## src/rtl/led_scan_if.sv

```systemverilog
// Load handshake, scan enable and display drive signals of the LED scan controller.
interface led_scan_if #(
  parameter int NUM_DIGITS = 8
);
  logic                    en;
  logic                    loadValid;
  logic [4*NUM_DIGITS-1:0] loadData;
  logic [NUM_DIGITS-1:0]   loadDp;
  logic                    loadReady;
  logic                    loadDone;
  logic [NUM_DIGITS-1:0]   digitSel;
  logic [7:0]              segOut;
  logic                    frameStart;

  modport master (
    output en, loadValid, loadData, loadDp,
    input  loadReady, loadDone, digitSel, segOut, frameStart
  );

  modport slave (
    input  en, loadValid, loadData, loadDp,
    output loadReady, loadDone, digitSel, segOut, frameStart
  );
endinterface

```

## src/rtl/led_scan_controller.sv

```systemverilog
// Time-multiplexed 7-segment scan controller; new data commits only at a frame boundary.
// Leading-zero blanking is built when LED_SCAN_ZERO_BLANK_EN is defined.
module led_scan_controller #(
  parameter int NUM_DIGITS   = 8,
  parameter int DWELL_CYCLES = 1000,
  parameter int GAP_CYCLES   = 16
) (
  input  logic      clk,
  input  logic      rst,
  led_scan_if.slave bus
);

  localparam int IDX_W   = (NUM_DIGITS > 1) ? $clog2(NUM_DIGITS) : 1;
  localparam int CNT_MAX = (DWELL_CYCLES > GAP_CYCLES)
                           ? ((DWELL_CYCLES > 2) ? DWELL_CYCLES : 2)
                           : ((GAP_CYCLES   > 2) ? GAP_CYCLES   : 2);
  localparam int CNT_W   = $clog2(CNT_MAX);
  localparam int DATA_W  = 4 * NUM_DIGITS;
  localparam bit HAS_GAP = (GAP_CYCLES > 0);

  localparam logic [CNT_W-1:0] DWELL_LAST = CNT_W'(DWELL_CYCLES - 1);
  localparam logic [CNT_W-1:0] GAP_LAST   = CNT_W'(HAS_GAP ? GAP_CYCLES - 1 : 0);
  localparam logic [IDX_W-1:0] IDX_LAST   = IDX_W'(NUM_DIGITS - 1);

  typedef enum logic [1:0] {
    ST_SHOW = 2'd0,
    ST_GAP  = 2'd1,
    ST_OFF  = 2'd2
  } state_e;

  state_e                state_q, state_d;
  logic [IDX_W-1:0]      idx_q, idx_d;
  logic [CNT_W-1:0]      cnt_q, cnt_d;
  logic [DATA_W-1:0]     disp_data_q, disp_data_d;
  logic [NUM_DIGITS-1:0] disp_dp_q, disp_dp_d;
  logic [DATA_W-1:0]     pend_data_q, pend_data_d;
  logic [NUM_DIGITS-1:0] pend_dp_q, pend_dp_d;
  logic                  pend_full_q, pend_full_d;
  logic                  dark_q, dark_d;

  logic                  dwell_done;
  logic                  gap_done;
  logic                  frame_end;
  logic                  commit;
  logic [IDX_W-1:0]      idx_wrap;
  logic                  lit;
  logic [3:0]            cur_nibble;
  logic [6:0]            glyph;

  function automatic logic [6:0] hex_to_seg(input logic [3:0] nib);
    logic [6:0] seg;
    case (nib)
      4'h0: seg = 7'h3F;
      4'h1: seg = 7'h06;
      4'h2: seg = 7'h5B;
      4'h3: seg = 7'h4F;
      4'h4: seg = 7'h66;
      4'h5: seg = 7'h6D;
      4'h6: seg = 7'h7D;
      4'h7: seg = 7'h27;
      4'h8: seg = 7'h7F;
      4'h9: seg = 7'h6F;
      4'hA: seg = 7'h77;
      4'hB: seg = 7'h7C;
      4'hC: seg = 7'h58;
      4'hD: seg = 7'h5E;
      4'hE: seg = 7'h79;
      default: seg = 7'h71;
    endcase
    return seg;
  endfunction

  // Scan position decode; all of it depends on registered state only.
  assign dwell_done = (state_q == ST_SHOW) && (cnt_q == DWELL_LAST);
  assign gap_done   = HAS_GAP && (state_q == ST_GAP) && (cnt_q == GAP_LAST);
  assign frame_end  = (HAS_GAP ? gap_done : dwell_done) && (idx_q == IDX_LAST);
  assign idx_wrap   = (idx_q == IDX_LAST) ? '0 : idx_q + IDX_W'(1);
  assign commit     = pend_full_q && !dark_q && (frame_end || (state_q == ST_OFF));

  always_comb begin
    // NOTE: every variable written here gets its default first, so no path can infer a latch.
    state_d     = state_q;
    idx_d       = idx_q;
    cnt_d       = cnt_q;
    disp_data_d = disp_data_q;
    disp_dp_d   = disp_dp_q;
    pend_data_d = pend_data_q;
    pend_dp_d   = pend_dp_q;
    pend_full_d = pend_full_q;
    dark_d      = 1'b0;

    // The cycle after reset release stays dark with the scan frozen at digit 0.
    if (!dark_q) begin
      if (!bus.en) begin
        state_d = ST_OFF;
        idx_d   = '0;
        cnt_d   = '0;
      end else begin
        case (state_q)
          ST_SHOW: begin
            if (dwell_done) begin
              cnt_d = '0;
              if (HAS_GAP) state_d = ST_GAP;
              else         idx_d   = idx_wrap;
            end else begin
              cnt_d = cnt_q + CNT_W'(1);
            end
          end
          ST_GAP: begin
            if (gap_done) begin
              cnt_d   = '0;
              state_d = ST_SHOW;
              idx_d   = idx_wrap;
            end else begin
              cnt_d = cnt_q + CNT_W'(1);
            end
          end
          default: begin
            state_d = ST_SHOW;
            idx_d   = '0;
            cnt_d   = '0;
          end
        endcase
      end
    end

    // A commit cycle shows loadReady low, so it can never coincide with an accept.
    if (commit) begin
      disp_data_d = pend_data_q;
      disp_dp_d   = pend_dp_q;
      pend_full_d = 1'b0;
    end else if (bus.loadValid && !pend_full_q) begin
      pend_data_d = bus.loadData;
      pend_dp_d   = bus.loadDp;
      pend_full_d = 1'b1;
    end
  end

  // NOTE: state flops use non-blocking assignments so every flop samples pre-edge values.
  always_ff @(posedge clk) begin
    if (rst) begin
      state_q     <= ST_SHOW;
      idx_q       <= '0;
      cnt_q       <= '0;
      disp_data_q <= '0;
      disp_dp_q   <= '0;
      pend_full_q <= 1'b0;
      dark_q      <= 1'b1;
    end else begin
      state_q     <= state_d;
      idx_q       <= idx_d;
      cnt_q       <= cnt_d;
      disp_data_q <= disp_data_d;
      disp_dp_q   <= disp_dp_d;
      pend_full_q <= pend_full_d;
      dark_q      <= dark_d;
    end
  end

  // NOTE: the pending payload is deliberately not reset; pend_full_q alone says whether it is valid.
  always_ff @(posedge clk) begin
    pend_data_q <= pend_data_d;
    pend_dp_q   <= pend_dp_d;
  end

  assign lit        = !dark_q && (state_q == ST_SHOW);
  assign cur_nibble = disp_data_q[{idx_q, 2'b00} +: 4];

`ifdef LED_SCAN_ZERO_BLANK_EN
  logic [NUM_DIGITS-1:0] blank_mask;
  logic                  upper_zero;

  // Digit i blanks when it and every more significant nibble are zero; digit 0 never blanks.
  always_comb begin
    upper_zero = 1'b1;
    blank_mask = '0;
    for (int i = NUM_DIGITS - 1; i > 0; i--) begin
      upper_zero    = upper_zero & (disp_data_q[4*i +: 4] == 4'h0);
      blank_mask[i] = upper_zero;
    end
  end

  assign glyph = blank_mask[idx_q] ? 7'h00 : hex_to_seg(cur_nibble);
`else
  assign glyph = hex_to_seg(cur_nibble);
`endif

  assign bus.digitSel   = lit ? (NUM_DIGITS'(1) << idx_q) : '0;
  assign bus.segOut     = lit ? {disp_dp_q[idx_q], glyph} : 8'h00;
  assign bus.frameStart = lit && (idx_q == '0) && (cnt_q == '0);
  assign bus.loadDone   = commit;
  assign bus.loadReady  = !pend_full_q;

  a_sel_onehot0: assert property (@(posedge clk) disable iff (rst)
    $onehot0(bus.digitSel));

  a_cnt_bound: assert property (@(posedge clk) disable iff (rst)
    (state_q == ST_GAP) ? (cnt_q <= GAP_LAST) : (cnt_q <= DWELL_LAST));

  a_done_needs_data: assert property (@(posedge clk) disable iff (rst)
    bus.loadDone |-> !bus.loadReady);

endmodule

```

## src/flat_wrapper.sv

```systemverilog
// flat-port wrapper written by rule: the top's interface ports become plain ports
module led_scan_controller_flat 
#(
  parameter int NUM_DIGITS   = 8,
  parameter int DWELL_CYCLES = 1000,
  parameter int GAP_CYCLES   = 16
)
  (clk, rst, bus_en, bus_loadValid, bus_loadData, bus_loadDp, bus_loadReady, bus_loadDone, bus_digitSel, bus_segOut, bus_frameStart);
  led_scan_if #(.NUM_DIGITS(NUM_DIGITS)) bus_i ();
  input  logic clk;
  input  logic rst;
  input wire logic [$bits(bus_i.en)-1:0] bus_en;
  input wire logic [$bits(bus_i.loadValid)-1:0] bus_loadValid;
  input wire logic [$bits(bus_i.loadData)-1:0] bus_loadData;
  input wire logic [$bits(bus_i.loadDp)-1:0] bus_loadDp;
  output wire logic [$bits(bus_i.loadReady)-1:0] bus_loadReady;
  output wire logic [$bits(bus_i.loadDone)-1:0] bus_loadDone;
  output wire logic [$bits(bus_i.digitSel)-1:0] bus_digitSel;
  output wire logic [$bits(bus_i.segOut)-1:0] bus_segOut;
  output wire logic [$bits(bus_i.frameStart)-1:0] bus_frameStart;
  assign bus_i.en = bus_en;
  assign bus_i.loadValid = bus_loadValid;
  assign bus_i.loadData = bus_loadData;
  assign bus_i.loadDp = bus_loadDp;
  assign bus_loadReady = bus_i.loadReady;
  assign bus_loadDone = bus_i.loadDone;
  assign bus_digitSel = bus_i.digitSel;
  assign bus_segOut = bus_i.segOut;
  assign bus_frameStart = bus_i.frameStart;
  led_scan_controller #(.NUM_DIGITS(NUM_DIGITS), .DWELL_CYCLES(DWELL_CYCLES), .GAP_CYCLES(GAP_CYCLES)) u_core (.clk(clk), .rst(rst), .bus(bus_i));
endmodule
```

## config.mk

```make
export PLATFORM = sky130hd
export DESIGN_NAME = led_scan_controller_flat
export DESIGN_NICKNAME = d
export VERILOG_FILES = /design/src/rtl/led_scan_if.sv /design/src/rtl/led_scan_controller.sv /design/src/flat_wrapper.sv
export SDC_FILE = /design/constraint.sdc
export NUM_CORES = 1
export LEC_CHECK = 0
export CAP_MARGIN = 30
export CELL_PAD_IN_SITES_DETAIL_PLACEMENT = 0
export CELL_PAD_IN_SITES_GLOBAL_PLACEMENT = 1
export CORE_ASPECT_RATIO = 1.75
export CORE_MARGIN = 2
export CORE_UTILIZATION = 39
export CTS_CLUSTER_DIAMETER = 30
export DETAILED_ROUTE_END_ITERATION = 16
export GPL_TIMING_DRIVEN = 0
export PLACE_DENSITY_LB_ADDON = 0.05
export SYNTH_ARGS = -nofsm -noshare
export SYNTH_HDL_FRONTEND = slang
export SYNTH_SLANG_ARGS = --single-unit
```

## constraint.sdc

```tcl
create_clock -name clk -period 2.8 [get_ports clk]
set_input_delay 0.7 -clock clk [delete_from_list [all_inputs] [get_ports clk]]
set_output_delay 0.7 -clock clk [all_outputs]
set_load 0.01 [all_outputs]
```

# Yosys cells after proc, flatten, opt, wreduce, memory -nomap -nowiden
# Memory sizes are Yosys's and may differ from the RTL's.
# Cells that the tools add are included.
[op_classes]
n_addsub = 2
shifts = 2
n_reduce_logical = 19
n_mux = 17
order_cmp = 1
bitwise_logic = 2
n_eq_ne = 8
[ops]
columns = ["op", "count"]
rows = [
  ["$shiftx 32x6->4", 1],
  ["$mux 10", 3],
  ["$pmux 10 s2", 1],
  ["$mux 8", 2],
  ["$add 10x1->10 const B", 1],
  ["$eq 10x10->1 const B", 1],
  ["$eq 10x4->1 const B", 1],
  ["$logic_not 10->1", 1],
  ["$logic_and 1x1->1", 9],
  ["$mux 3", 3],
  ["$shl 1x3->8 const A", 1],
  ["$mux 2", 3],
  ["$ne 3x2->1 const B", 2],
  ["$pmux 3 s2", 1],
  ["$reduce_and 3->1", 2],
  ["$lt 3x4->1 const B", 1],
  ["$pmux 2 s2", 1],
  ["$add 3x1->3 const B", 1],
  ["$bmux 1 s3", 1],
  ["$eq 3x3->1 const B", 1],
  ["$logic_not 3->1", 1],
  ["$eq 2x1->1 const B", 1],
  ["$eq 2x2->1 const B", 1],
  ["$logic_not 1->1", 2],
  ["other kinds (7)", 9],
]
[totals]
inputBits = 44
word_cells = 61
ff_bits = 97
out_inout_bits = 19
rom_bits = 112
mem_count = 1
[mem_list]
columns = ["name", "depth", "width", "read_ports", "rd_clocked_by_memory_dff", "wr", "line_no", "source"]
rows = [
  ["(name not given)", 16, 7, 1, 0, 0, "led_scan_controller.sv:52", "case (nib)"],
]

# Depth between registers and ports, before layout
# Gate-level depths: netlist (run 1).
[depth]
word_depth = 7
ltp_mapped = 8
mapped_depth_nobuf = 7

# Worst setup path after synthesis (run 1)
# OpenSTA, ideal clock, no wires.
[synth_path]
path_type = "reg2out"
start = "register u_core.idx_q[0]"
end = "output bus_segOut[1]"
t_arrival_ns = 2.350
path_buffers = 1
slack_ns = -0.250
stages_incl_launch_ff = 8
t_required_ns = 2.100
cell_sequence = "dfxtp_1 buf_4 mux4_2 mux2i_1 ha_1 mux2i_1 nor2_1 a211oi_1"
[synth_between]
elab_chain_cells = 3
[synth_rtl]
columns = ["element", "line_no", "source"]
rows = [
  ["start, declared", "led_scan_controller.sv:32", "logic [IDX_W-1:0] idx_q, idx_d;"],
  ["start signal, assigned", "led_scan_controller.sv:151", "idx_q <= idx_d;"],
  ["$shiftx 32x6->4", "led_scan_controller.sv:167", "assign cur_nibble = disp_data_q[{idx_q, 2'b00} +: 4];"],
  ["$mem_v2 16x7", "-", ""],
  ["$mux 8", "led_scan_controller.sv:189", "assign bus.segOut = lit ? {disp_dp_q[idx_q], glyph} : 8'h00;"],
  ["end, declared", "flat_wrapper.sv:19", "output wire logic [$bits(bus_i.segOut)-1:0] bus_segOut;"],
]
# No other way between the ends.

# Worst setup path in the final report (run 1)
# Same ends and word-level chain as after synthesis.

==> results of run 1 <==
## worst max path at each step
stage,end,slack [ns],depth (start not counted)
2_1_floorplan,bus_segOut[1],-0.02,8
3_3_place_gp,bus_segOut[1],-0.96,9
3_5_place_dp,bus_segOut[1],-0.99,9
4_1_cts,bus_segOut[1],-0.39,9
5_1_grt,bus_segOut[1],-0.45,9
6_report,bus_segOut[1],-0.35,9
## worst max-delay path: cells and delay by family (launching register included)
family	cells	cell delay (ns)
buffers and inverters	3	0.43
adder cells (fa/ha/maj)	1	0.20
AO/OA/AOI/OAI	1	0.12
multiplexers	3	0.89
AND/OR/NAND/NOR	1	0.06
flip-flops	1	0.39
## stage by stage
stage               worst slack [ns]  std cells   TNS, ns
floorplan                   -0.02437        354  -0.02437
global placement             -0.9630        546    -22.06
detailed placement           -0.9885        547    -6.544
CTS                          -0.3898        580    -2.432
global route                 -0.4516        581    -2.641
finish                       -0.3488        581    -1.934
## cell usage in the layout, fill, tap and decap left out, types with 9 or more instances in the layout
cell and n:
buf_2 9, buf_4 16, clkbuf_16 9, clkdlybuf4s50_1 52, dfxtp_1 55, edfxtp_1 40
inv_1 13, mux2i_1 43, mux4_2 10, nand2_1 14, nor2_1 54
## final cells by class
| class | instances | area, sq um |
|---|---|---|
| plain buffers | 19 | 181.4 |
| clock buffers | 9 | 225.2 |
| clock inverters | 7 | 53.80 |
| fillers | 1013 | 4982 |
| inverters | 16 | 62.56 |
| multi-input cells | 222 | 1852 |
| flip-flops and latches | 97 | 2347 |
| well taps | 130 | 162.7 |
| repair buffers | 81 | 768.2 |
## routing by layer
layer	track usage [%]	up-vias	wire (microns)
li1	-	1460	-
met3	3.132	13	250
met2	30.52	57	5156
met5	0	-	0
met4	8.456	0	220
met1	16.73	1436	3640
## where the power goes
group	internal (mW)	switching, mW	total (mW)
Clock	0.612	0.546	1.16
Combinational	0.110	0.0948	0.205
Sequential	1.52	0.0194	1.54
## flip-flops by register name, summed over array words and instances (netlist names)
register	flops
u_core.dark_q	1
u_core.state_q	2
u_core.cnt_q	10
u_core.pend_full_q	1
u_core.disp_data_q	32
u_core.disp_dp_q	8
u_core.pend_data_q	32
u_core.idx_q	3
u_core.pend_dp_q	8
## logic make-up after synthesis
logic type      synth area share, %
mux                           16.48
simple gates                  13.15
xor+xnor                     0.2060
compound gates                6.325
flops                         55.07
buf+inv                       4.943
fa+ha+maj                     3.825
## repair_timing
action | in CTS | in global routing
resized for setup | 61 | 9
hold buffers | 0 | 0
setup endpoints to repair | 14 | 8
pin swaps | 6 | 4
cloned | 0 | 0
setup buffers | 18 | 1
==> results.json, run 1 <==
{
  "wl_per_cell_microns": 15.95,
  "antenna_found_initial": 0,
  "hold_end": "u_core.disp_data_q[10]",
  "totalWireLength_microns": 9266,
  "syn2layout_area_growth_pct": 32.92,
  "yosysTopAreaCell": "edfxtp_1",
  "grt_pass1_vias": 2968,
  "fin_hold_ws_ns": 0.4911,
  "cp-start-kind": "flop",
  "grt_usage_pct": 16.19,
  "cts_tree": "yes",
  "p_per_area_nw_per_um2": 513.4,
  "start_util_pct": 39.99,
  "rsz0062_at_grt": "true",
  "die_x_microns": 82.94,
  "gp_congestion": 0.7636,
  "crit_path_start": "u_core.idx_q[0]",
  "cts_buffers": 9,
  "synth_top_area_share_pct": 28.24,
  "status": "finished with violations",
  "design_area_sq_um": 5653,
  "cp-end-kind": "output port",
  "syn-num-nets": 411,
  "route.detailed.drc": 0,
  "synth_edf_count": 40,
  "ioPinCount": 63,
  "drive_gt1_share_pct": 21.73,
  "final-hold-violation-count": 0,
  "fmax_mhz": 317.6,
  "cts_root_buffer": "clkbuf_16",
  "critical_path_required_ns": 2.10,
  "tightest_slew_ns": 0.5597,
  "reg2reg_from": "u_core.idx_q[0]",
  "syn_avg_cell_area_sq_um": 12.01,
  "dp_hpwl_microns": 6592,
  "die_h_microns": 142.1,
  "total_power_mw": 2.902,
  "synthCells": 354,
  "dr.pass1.iters": 4,
  "routed_via_density": 5.105,
  "synth.most_common_cell": "dfxtp_1",
  "ys_ff_latch": 97,
  "hold_path_class": "reg2reg",
  "vdd_drop_max_mv": 0.3581,
  "num_antenna_cells": 0,
  "rr_endpoint": "u_core.disp_data_q[14]",
  "insertion_delay_ns": 0.34,
  "r2r_slack_ns": 0.53,
  "synth_area_leaders": "edfxtp_1, dfxtp_1, mux2i_1, mux4_2, nor2_1",
  "synthFlopType": "dfxtp_1",
  "clock-sinks": 97,
  "relSlewSlack_pct": 62.51,
  "final_util_pct": 53.15,
  "core_area_sq_um": 10640,
  "reg2reg_depth": 10,
  "crit_path_top_delay_cell": "mux4_2",
  "async_flop_share_pct": 0,
  "dieArea_sq_um": 11790,
  "gr-total-overflow": 0,
  "syn_area_sq_um": 4253,
  "synth_cell_type_count": 53,
  "dpl_cell_area_sq_um": 5091,
  "violations": "setup timing",
  "arrival_ns": 2.45,
  "path_clk_slew_ns": 0.07,
  "hold_depth": 2,
  "port_buffers": 62,
  "drt-initial-drc-count": 85,
  "setup-violations-final": 8,
  "cts.htree.levels": 3,
  "fin_ws_ns": -0.3488,
  "slew_viol_final": 0,
  "maxCapViolations": 0,
  "cp_max_fo": 7,
  "grt_pass1_wl_microns": 14790,
  "nNetsFinal": 503,
  "path_cells": "buf_12, mux4_2, mux2i_4, buf_6, ha_4, mux2i_1, nor2_1, a211oi_2, buf_2",
  "fin_crit_sh_pct": 112.5,
  "grt_max_degree": 36,
  "fin_worst_skew_ns": 0.007734,
  "clk_path_buf_depth": 2,
  "yosysSeqAreaShare_pct": 55.08,
  "leakage_nw": 2.063,
  "ant_nets": 0,
  "hp-start": "u_core.pend_data_q[10]",
  "num_rows": 50,
  "max_stage_delay_ns": 0.53,
  "vias": 2966,
  "fin_crit_ns": 3.149,
  "netlist_top_cells_count": "dfxtp_1, nor2_1, mux2i_1",
  "critPathKind": "reg2out",
  "yosys_warnings": 0
}
(Power assumes the default switching activity.)
==> run 2: changes to the inputs <==
--- a/config.mk
+++ b/config.mk
@@ -8,7 +8,7 @@
 export CAP_MARGIN = 30
 export CELL_PAD_IN_SITES_DETAIL_PLACEMENT = 0
 export CELL_PAD_IN_SITES_GLOBAL_PLACEMENT = 1
-export CORE_ASPECT_RATIO = 1.75
+export CORE_ASPECT_RATIO = 1.25
 export CORE_MARGIN = 2
 export CORE_UTILIZATION = 39
 export CTS_CLUSTER_DIAMETER = 30
==> run 2 against run 1 <==
  * The run still ends with setup timing left
  * Sequential share of layout area is 0.65 points lower
  * Total power grew 5.9%
  * Utilization up 1.0 points
  * Via count fell by 0.74%
  * First-iteration DRC count is 14% higher
  * Hold slack got worse by 0.0059 ns
  * Setup slack worse by 0.0051 ns
  * Die area decreased by 0.24%
  * Sequential cell count stayed put
  * Critical endpoint unchanged
==> results.json, run 2 (synthesis gave the netlist of run 1 again) <==
{
  "status": "finished with violations",
  "grt_pass1_vias": 2888,
  "fin_crit_ns": 3.154,
  "num_antenna_cells": 0,
  "critPathBufInv": 3,
  "die_x_microns": 97.40,
  "final_common_cell": "nor2_1",
  "dp_hpwl_microns": 6278,
  "cts_buffers": 9,
  "mostFrequentLayoutCells": "nor2_1, dfxtp_1, clkdlybuf4s50_1, mux2i_1, edfxtp_1",
  "max_stage_delay_ns": 0.49,
  "critical_path_required_ns": 2.10,
  "port_buffers": 62,
  "grt_pass1_wl_microns": 14750,
  "route.detailed.drc": 0,
  "path_cells": "buf_12, mux4_2, mux2_4, inv_4, ha_4, mux2i_1, nor2_1, a211oi_2, buf_2",
  "crit_path_top_delay_cell": "mux4_2",
  "hp-start": "u_core.cnt_q[0]",
  "final-hold-violation-count": 0,
  "maxCapViolations": 0,
  "ant_nets": 0,
  "gr-max-usage-layer": "met2",
  "critical-path-top-delay-family": "multiplexers",
  "cp_max_fo": 8,
  "grt_usage_pct": 16.08,
  "fin_worst_skew_ns": 0.005894,
  "syn2layout_area_growth_pct": 35.19,
  "reg.largest.list": "u_core.disp_data_q x32, u_core.pend_data_q x32, u_core.cnt_q x10",
  "n_fill_cell": 947,
  "gr-total-overflow": 0,
  "leakage_nw": 2.178,
  "start_util_pct": 40.06,
  "clk_path_buf_depth": 2,
  "ctsHoldBuffers": 0,
  "fmax_mhz": 317.1,
  "setup-violations-final": 7,
  "path_clk_slew_ns": 0.07,
  "total_power_mw": 3.075,
  "fin_hold_ws_ns": 0.4852,
  "violations": "setup timing",
  "nNetsFinal": 509,
  "vias": 2944,
  "antenna_found_initial": 0,
  "num_rows": 42,
  "core_area_sq_um": 10620,
  "design_area_sq_um": 5749,
  "fin_crit_sh_pct": 112.6,
  "wl_per_cell_microns": 15.77,
  "hold_path_class": "reg2reg",
  "cp-start-kind": "flop",
  "cts.htree.levels": 3,
  "dpl_cell_area_sq_um": 5094,
  "totalWireLength_microns": 9287,
  "gp_congestion": 0.7397,
  "cp-end-kind": "output port",
  "vdd_drop_max_mv": 0.3815,
  "met2_usage_pct": 27.89,
  "cts_tree": "yes",
  "routed_via_density": 4.998,
  "slew_viol_final": 0,
  "tightest_slew_ns": 0.6102,
  "dr.pass1.iters": 4,
  "ioPinCount": 63,
  "relSlewSlack_pct": 59.32,
  "reg2reg_from": "u_core.idx_q[0]",
  "clock-sinks": 97,
  "dieArea_sq_um": 11760,
  "critPathKind": "reg2out",
  "grt_max_degree": 36,
  "met1_usage_pct": 19.95,
  "arrival_ns": 2.45,
  "crit_path_start": "u_core.idx_q[0]",
  "fin_ws_ns": -0.3539,
  "drive_gt1_share_pct": 23.41,
  "insertion_delay_ns": 0.34,
  "grt_use_met3_pct": 3.699,
  "die_h_microns": 120.8,
  "drt-initial-drc-count": 97,
  "rsz0062_at_grt": "true",
  "cts_root_buffer": "clkbuf_16",
  "p_per_area_nw_per_um2": 534.9
}
## run 2: cell count changes in the layout (fill, tap and decap cells not counted), sizes merged
cell / previous run / this run
buf: 37 / 44
clkdlybuf4s50: 52 / 48
dlymetal6s2s: 0 / 4
bufinv: 0 / 2
clkbuf: 14 / 16
dlygate4sd2: 2 / 0
clkdlybuf4s15: 1 / 0
clkinvlp: 2 / 1
inv: 19 / 18
## run 2: where the power goes
| group | switching, mW | internal (mW) | leakage [nW] |
|---|---|---|---|
| Sequential | 0.0188 | 1.52 | 0.844 |
| Combinational | 0.0958 | 0.109 | 1.18 |
| Clock | 0.539 | 0.792 | 0.158 |
| Total | 0.653 | 2.42 | 2.18 |
## run 2: layout make-up
cell class | count | area [sq um] | area share [%]
Clock buffer | 9 | 225.2 | 3.917
Sequential cell | 97 | 2350 | 40.87
Timing Repair Buffer | 87 | 819.5 | 14.25
Tap cell | 132 | 165.2 | 2.873
Buffer | 19 | 181.4 | 3.156
Clock inverter | 7 | 101.3 | 1.763
Multi-Input combinational cell | 222 | 1844 | 32.08
Inverter | 16 | 62.56 | 1.088
## run 2: path summary, 6_finish.rpt
path / cells past startpoint / slack (ns) / endpoint
worst min-delay path: 2 / 0.49 / u_core.cnt_q[0]
worst min register to register: 2 / 0.49 / u_core.cnt_q[0]
worst max-delay path: 9 / -0.35 / bus_segOut[1]
worst max register to register: 11 / 0.53 / u_core.disp_data_q[4]
## run 2: per-layer routing
metal | part of all wire [%] | vias up
li1 | - | 1473
met1 | 44 | 1402
met2 | 52 | 61
met3 | 3.5 | 8
met4 | 1.0 | 0
met5 | 0 | -
## run 2: through the flow
| step | util, % | setup TNS [ns] | cells | setup WS [ns] |
|---|---|---|---|---|
| 2_1_floorplan | - | -0.02437 | 354 | -0.02437 |
| 3_3_place_gp | 47.75 | -16.85 | 548 | -0.9515 |
| 3_5_place_dp | 47.98 | -6.165 | 549 | -0.9377 |
| 4_1_cts | 53.12 | -2.424 | 585 | -0.3670 |
| 5_1_grt | 54.16 | -2.610 | 589 | -0.4493 |
| 6_report | 54.16 | -1.886 | 589 | -0.3539 |
## run 2: timing repair
item	in CTS	in global routing
buffers inserted	20	4
gates resized for setup	51	30
setup endpoints to repair	18	15
gates cloned	0	0
pin swaps	4	5
## run 2: tightest hold or removal path: cells and delay by family (launching register included)
kind,cells,cell delay (ns)
compound gates,1,0.05
flops,1,0.34
simple gates,1,0.06
